$ cat config.mk
export PLATFORM = sky130hd
export DESIGN_NAME = m65c02_irq_rqst_ctrl
export DESIGN_NICKNAME = d
export VERILOG_FILES = /design/src/rtl/m65c02_irq_rqst_ctrl.sv
export SDC_FILE = /design/constraint.sdc
export NUM_CORES = 1
export LEC_CHECK = 0
export BUFFER_PORTS_ARGS = -buffer_cell sky130_fd_sc_hd__buf_2
export CORE_UTILIZATION = 45
export CTS_CLUSTER_DIAMETER = 50
export DETAILED_ROUTE_END_ITERATION = 6
export PLACE_DENSITY = 0.7
export SLEW_MARGIN = 30
export SYNTH_ARGS = -nofsm -noshare
export SYNTH_HDL_FRONTEND = slang
export SYNTH_SLANG_ARGS = --single-unit
$ cat constraint.sdc
create_clock -name Clk -period 6.72 [get_ports Clk]
set_input_delay 2.016 -clock Clk [delete_from_list [all_inputs] [get_ports Clk]]
set_output_delay 2.016 -clock Clk [all_outputs]
set_load 0.01 [all_outputs]
$ cat src/rtl/m65c02_irq_rqst_ctrl.sv
// rtl/m65c02_irq_rqst_ctrl.sv - 8-source edge/level interrupt request controller driving RQST[7:0]
// Optional 2-flop source synchronizers: define M65C02_IRQ_SYNC_EN.
module m65c02_irq_rqst_ctrl #(
  parameter logic [15:0] pVEC_BASE = 16'hFFE0,
  parameter logic [7:0]  pRST_MODE = 8'h00,
  parameter logic [7:0]  pRST_POL  = 8'hFF
) (
  input  logic        Clk,
  input  logic        Rst,
  input  logic        Rdy,
  input  logic [7:0]  Src,
  input  logic        Sel,
  input  logic        WE,
  input  logic [1:0]  Addr,
  input  logic [7:0]  DI,
  output logic [7:0]  DO,
  input  logic        VP,
  input  logic [15:0] AB,
  output logic [7:0]  RQST,
  output logic        Any
);

  localparam logic [1:0] ADDR_PEND = 2'd0;
  localparam logic [1:0] ADDR_ENA  = 2'd1;
  localparam logic [1:0] ADDR_MODE = 2'd2;
  localparam logic [1:0] ADDR_POL  = 2'd3;

  logic [7:0] pend_q, pend_d;
  logic [7:0] ena_q,  ena_d;
  logic [7:0] mode_q, mode_d;
  logic [7:0] pol_q,  pol_d;
  logic [7:0] act_q,  act_d;

  logic [7:0] src_s;
  logic [7:0] act;
  logic [7:0] set_evt;
  logic [7:0] clr_evt;
  logic [7:0] ack;
  logic [7:0] w1c;
  logic       wr_en;

`ifdef M65C02_IRQ_SYNC_EN
  logic [7:0] sync1_q, sync1_d;
  logic [7:0] sync2_q, sync2_d;

  always_comb begin
    sync1_d = Src;
    sync2_d = sync1_q;
  end

  always_ff @(posedge Clk or posedge Rst) begin
    if (Rst) begin
      sync1_q <= 8'h00;
      sync2_q <= 8'h00;
    end else begin
      sync1_q <= sync1_d;
      sync2_q <= sync2_d;
    end
  end

  assign src_s = sync2_q;
`else
  assign src_s = Src;
`endif

  assign wr_en = Sel & WE & Rdy;

  // Only the low-byte fetch of each vector retires its request.
  always_comb begin
    ack = 8'h00;
    for (int n = 0; n < 8; n++) begin
      ack[n] = VP & Rdy & (AB == (pVEC_BASE + 16'(2 * n)));
    end
  end

  always_comb begin
    act     = src_s ~^ pol_q;
    act_d   = act;
    set_evt = act & ~act_q;
    w1c     = (wr_en && (Addr == ADDR_PEND)) ? DI : 8'h00;
    clr_evt = w1c | ack;
  end

  // Edge sources: a new edge beats a simultaneous clear. Level sources follow Act.
  always_comb begin
    pend_d = pend_q;
    for (int n = 0; n < 8; n++) begin
      if (mode_q[n]) begin
        pend_d[n] = set_evt[n] | (pend_q[n] & ~clr_evt[n]);
      end else begin
        pend_d[n] = act[n];
      end
    end
  end

  always_comb begin
    ena_d  = ena_q;
    mode_d = mode_q;
    pol_d  = pol_q;
    if (wr_en) begin
      case (Addr)
        ADDR_ENA:  ena_d  = DI;
        ADDR_MODE: mode_d = DI;
        ADDR_POL:  pol_d  = DI;
        default:   ;
      endcase
    end
  end

  always_ff @(posedge Clk or posedge Rst) begin
    if (Rst) begin
      pend_q <= 8'h00;
      ena_q  <= 8'h00;
      mode_q <= pRST_MODE;
      pol_q  <= pRST_POL;
      act_q  <= 8'h00;
    end else begin
      pend_q <= pend_d;
      ena_q  <= ena_d;
      mode_q <= mode_d;
      pol_q  <= pol_d;
      act_q  <= act_d;
    end
  end

  always_comb begin
    DO = 8'h00;
    if (Sel) begin
      case (Addr)
        ADDR_PEND: DO = pend_q;
        ADDR_ENA:  DO = ena_q;
        ADDR_MODE: DO = mode_q;
        ADDR_POL:  DO = pol_q;
        default:   DO = 8'h00;
      endcase
    end
  end

  assign RQST = pend_q & ena_q;
  assign Any  = |RQST;

endmodule

; After elaboration in Yosys (flattened, before gate mapping)
; Index checks and enable logic that the tools add are counted.
[classes]
n_bitwise = 40
n_eq_ne = 11
n_reduce_logical = 6
n_mux = 11
[ops]
columns = cell, n
row1 = "16-bit == test, second input constant", 8
row2 = 8-bit case mux with 4 select lines, 1
row3 = 1-bit AND, 19
row4 = 8-bit AND, 2
row5 = 8-bit 2-to-1 mux, 2
row6 = 1-bit 2-to-1 mux, 8
row7 = 1-bit NOT, 8
row8 = 8-bit NOT, 1
row9 = 1-bit bitwise OR, 8
row10 = 8-bit bitwise OR, 1
row11 = 8-bit OR reduction, 1
row12 = 8-bit XNOR, 1
row13 = 2-bit AND reduction, 3
row14 = "2-bit == test, second input constant", 2
row15 = "2-bit by 1-bit == test with 1-bit output, second input constant", 1
row16 = 2-bit logical NOT, 1
row17 = 1-bit logical AND, 1
[word_totals]
output_inout_bits = 17
reg_bits = 40
wordCells = 73
in_bits = 40

; Longest topological paths before layout
[depth]
word_depth = 9
ltp_mapped = 5
ltp_nobuf = 3

; Least setup slack after synthesis
; OpenSTA, ideal clock, no wires.
[synth_path]
path_type = input to output
from = input Addr[0]
to = output DO[5]
cell_stages = 4
arrival_time_ns = 3.011
path_buffers = 2
required_time_ns = 4.704
path_slack_ns = 1.693
cell_sequence = buf_2 > clkbuf_1 > mux4_2 > and2_1
[synth_between]
elab_chain_cells = 3
word_cells_on_any_way = 6
cone_classes = 3 x eq/ne / 2 x mux / 1 x reduce/logical
[synth_lines]
columns = element, line
row1 = start: declaration, 14  ; input logic [1:0] Addr,
row2 = 2-bit == test (tied with other cells), 129  ; case (Addr)
row3 = 8-bit case mux with 4 select lines (*), 129
row4 = 8-bit 2-to-1 mux (*), 128  ; if (Sel) begin
row5 = end: declaration, 16  ; output logic [7:0] DO,
; Mark *: on every way between the ends. The rest lies on a longest branch, timed or not.

; Worst setup path in the final report
[layout_path]
from = input Addr[0]
to = output DO[2]
; Same word-level chain as after synthesis.

==> impl_metrics.env <==
export IMPL_outcome="completed"
export IMPL_setup_worst_path_start_class="input port"
export IMPL_fin_hold_ws_ns=0.521
export IMPL_area_growth_pct=20.6
export IMPL_synthCells=189
export IMPL_vdd_drop_max_uv=143
export IMPL_die_area_sq_um=4890
export IMPL_ys_async_sr_fraction=1.00
export IMPL_fin_skew_ns=0.00515
export IMPL_num_nets_final=285
export IMPL_synth_nets=229
export IMPL_register_area_sq_um=1010
export IMPL_cts_clk_slew_worst_paths_ns=0.07
export IMPL_grtUsageTotal=0.235
export IMPL_yosys_warnings=0
export IMPL_yosys_register_bits=40
export IMPL_core_area_sq_um=4380
export IMPL_worst_setup_path_end_kind="output port"
export IMPL_swShare=0.294
export IMPL_critical_path_slowest_cell="mux4_1"
export IMPL_fin_ws_ns=1.43
export IMPL_grt_pass1_wl_microns=8550
export IMPL_post_route_period_util=0.787
export IMPL_critPathRequiredTime_ns=4.70
export IMPL_wl_microns=5270
export IMPL_cellLeakagePower_nw=1.11
export IMPL_seqPwrFrac=0.476
export IMPL_ys_types=27
export IMPL_drtIter0Drc=85
export IMPL_clock_sinks=40
export IMPL_ys_seq_area_frac=0.487
export IMPL_hold_viol=0
export IMPL_synth_flop_cell="dfrtp_1"
export IMPL_cts_repair_resized=0
export IMPL_die_w_microns=69.9
export IMPL_routedWlPerCell_microns=17.7
export IMPL_cts_root_buf="clkbuf_8"
export IMPL_synth_edf_count=0
export IMPL_clk_latency_ns=0.29
export IMPL_first_global_vias=1647
export IMPL_initial_utilization=0.473
export IMPL_cts_hold_buffers_added=0
export IMPL_drtPass1Iterations=5
export IMPL_pre_cts_ws_ns=1.43
export IMPL_n_antenna_cell=0
export IMPL_finalPower_mw=0.739
export IMPL_vias=1721
export IMPL_cp_max_fo=18
export IMPL_cts_tree="done"
export IMPL_cts_buffer_depth=2
export IMPL_avgSynthCellArea_sq_um=11.0
export IMPL_grt_overflow=0
export IMPL_worst_path_most_repeated_cell="buf_2"
export IMPL_syn_area_sq_um=2080
export IMPL_post_route_drc_count=0
export IMPL_drv_slew=0
export IMPL_hold_path_class="register to register"
export IMPL_num_rows=24
export IMPL_slowest_delay_ns=0.59
export IMPL_cts_setup_buffers=0
export IMPL_crit_type="input port to output port"
export IMPL_maxCapViolCount=0
export IMPL_drive_above_1_share=0.378
export IMPL_place_gp_congestion=0.799
export IMPL_p_int_mw=0.522
export IMPL_grt_setup_unrepaired="no"
export IMPL_setup_violations_final=0
export IMPL_pwr_share_comb=0.262
export IMPL_p_per_area_nw_per_um2=295
export IMPL_avgViaCountPerCell=5.78
export IMPL_cp_cell_sequence="buf_2 -> mux4_1 -> and2_1 -> buf_2"
export IMPL_max_slew_margin_rel=0.549
export IMPL_setup_tns_ns=0
export IMPL_grt_max_degree=41
export IMPL_antenna_found_initial=0
export IMPL_multi_input_area_sq_um=990
export IMPL_ios=57
export IMPL_period_needed_ns=5.29
export IMPL_p_sw_mw=0.217
export IMPL_clkPwrFrac=0.262
export IMPL_ant_nets=0
export IMPL_io_buffers=56
export IMPL_max_slew_worst_pin_slew_ns=0.673
export IMPL_cts_buffers_inserted=5
export IMPL_worstPathArrival_ns=3.27
export IMPL_max_freq_mhz=189
export IMPL_fill_cells=405
export IMPL_h_tree_depth=2
export IMPL_place_hpwl_microns=3740
export IMPL_fp_dieH_microns=69.9
-- worst paths after layout --
| check | start | endpoint | slack, ns | depth (start not counted) |
|---|---|---|---|---|
| setup / recovery | Addr[0] | DO[2] | 1.43 | 4 |
| hold reg to reg | pol_q[3]$_DFFE_PP1P_ | pol_q[3]$_DFFE_PP1P_ | 0.52 | 2 |
| hold / removal | pol_q[3]$_DFFE_PP1P_ | pol_q[3]$_DFFE_PP1P_ | 0.52 | 2 |
| max in group asynchronous | Rst | pol_q[7]$_DFFE_PP1P_ | 4.52 | 3 |
| min in group asynchronous | Rst | mode_q[1]$_DFFE_PP0P_ | 1.84 | 3 |
| setup reg to reg | pol_q[2]$_DFFE_PP1P_ | pend_q[2]$_DFF_PP0_ | 5.56 | 3 |
-- per-layer routing --
layer,vias to the layer above,global-route usage,share of wire
li1,814,-,-
met1,830,0.327,0.44
met2,67,0.355,0.48
met5,-,0,0
met3,10,0.0563,0.064
met4,0,0.0956,0.019
-- placed cells by master, fill, tap and decap left out, drive strengths merged, types with 2 or more instances in the layout --
master,n
dfrtp,32
or4,2
inv,11
nand2,17
buf,57
clkbuf,6
nor4,2
dfstp,8
and2,16
o311ai,8
a22oi,8
mux4,8
a211oi,8
nand4b,3
xnor2,8
or2,3
nand4,3
o21ai,32
mux2,8
-- metrics by stage --
step / area [sq um] / util / std cells
global placement: 2390 / 0.546 / 290
detailed placement: 2390 / 0.546 / 290
floorplan: 2080 / - / 189
global route: 2500 / 0.571 / 298
finish: 2500 / 0.571 / 298
CTS: 2500 / 0.571 / 298
-- cell type report --
class | instances | area share
flip-flops and latches | 40 | 0.404
clock buffers | 6 | 0.0290
repair buffers | 57 | 0.115
multi-input cells | 130 | 0.395
well taps | 52 | 0.0260
inverters | 11 | 0.0165
clock inverters | 2 | 0.0140
-- cell usage after synthesis, types with 2 or more instances --
library cell	count	share of area
clkbuf_1	5	0.0090
buf_2	2	0.0048
nor4_1	2	0.0060
mux4_2	7	0.076
a22oi_1	8	0.029
xnor2_1	8	0.034
a211oi_1	8	0.029
dfstp_2	8	0.10
o21ai_0	32	0.077
mux2_2	8	0.043
o311ai_0	8	0.034
or4_1	2	0.0072
and2_1	15	0.045
inv_1	11	0.020
dfrtp_1	32	0.39
or2_2	3	0.0090
nand2_1	17	0.031
nand4_1	2	0.0060
nand4b_1	3	0.013
-- worst max-delay path: cells and delay by family --
family                 cells  cell delay, ns
muxes                      1            0.59
and+or+nand+nor            1            0.16
buffers and inverters      2            0.50
-- cell families after synthesis --
kind of cell,count (synthesis),synth area share
mux,16,0.132
xor+xnor,8,0.0338
flops,40,0.487
simple gates,50,0.142
buf+inv,19,0.0362
compound gates,56,0.169
-- power groups by stage --
| stage | registers [mW] | logic [mW] | clock network, mW |
|---|---|---|---|
| 2_1_floorplan | 0.340 | 0.139 | 0 |
| 3_3_place_gp | 0.354 | 0.188 | 0 |
| 3_5_place_dp | 0.357 | 0.194 | 0 |
| 4_1_cts | 0.352 | 0.195 | 0.195 |
| 5_1_grt | 0.361 | 0.216 | 0.208 |
| 6_report | 0.352 | 0.194 | 0.194 |
-- registers in the layout (all words and copies together), names as in the netlist --
register,count
ena_q,8
pol_q,8
mode_q,8
act_q,8
pend_q,8
(Power assumes the default switching activity.)
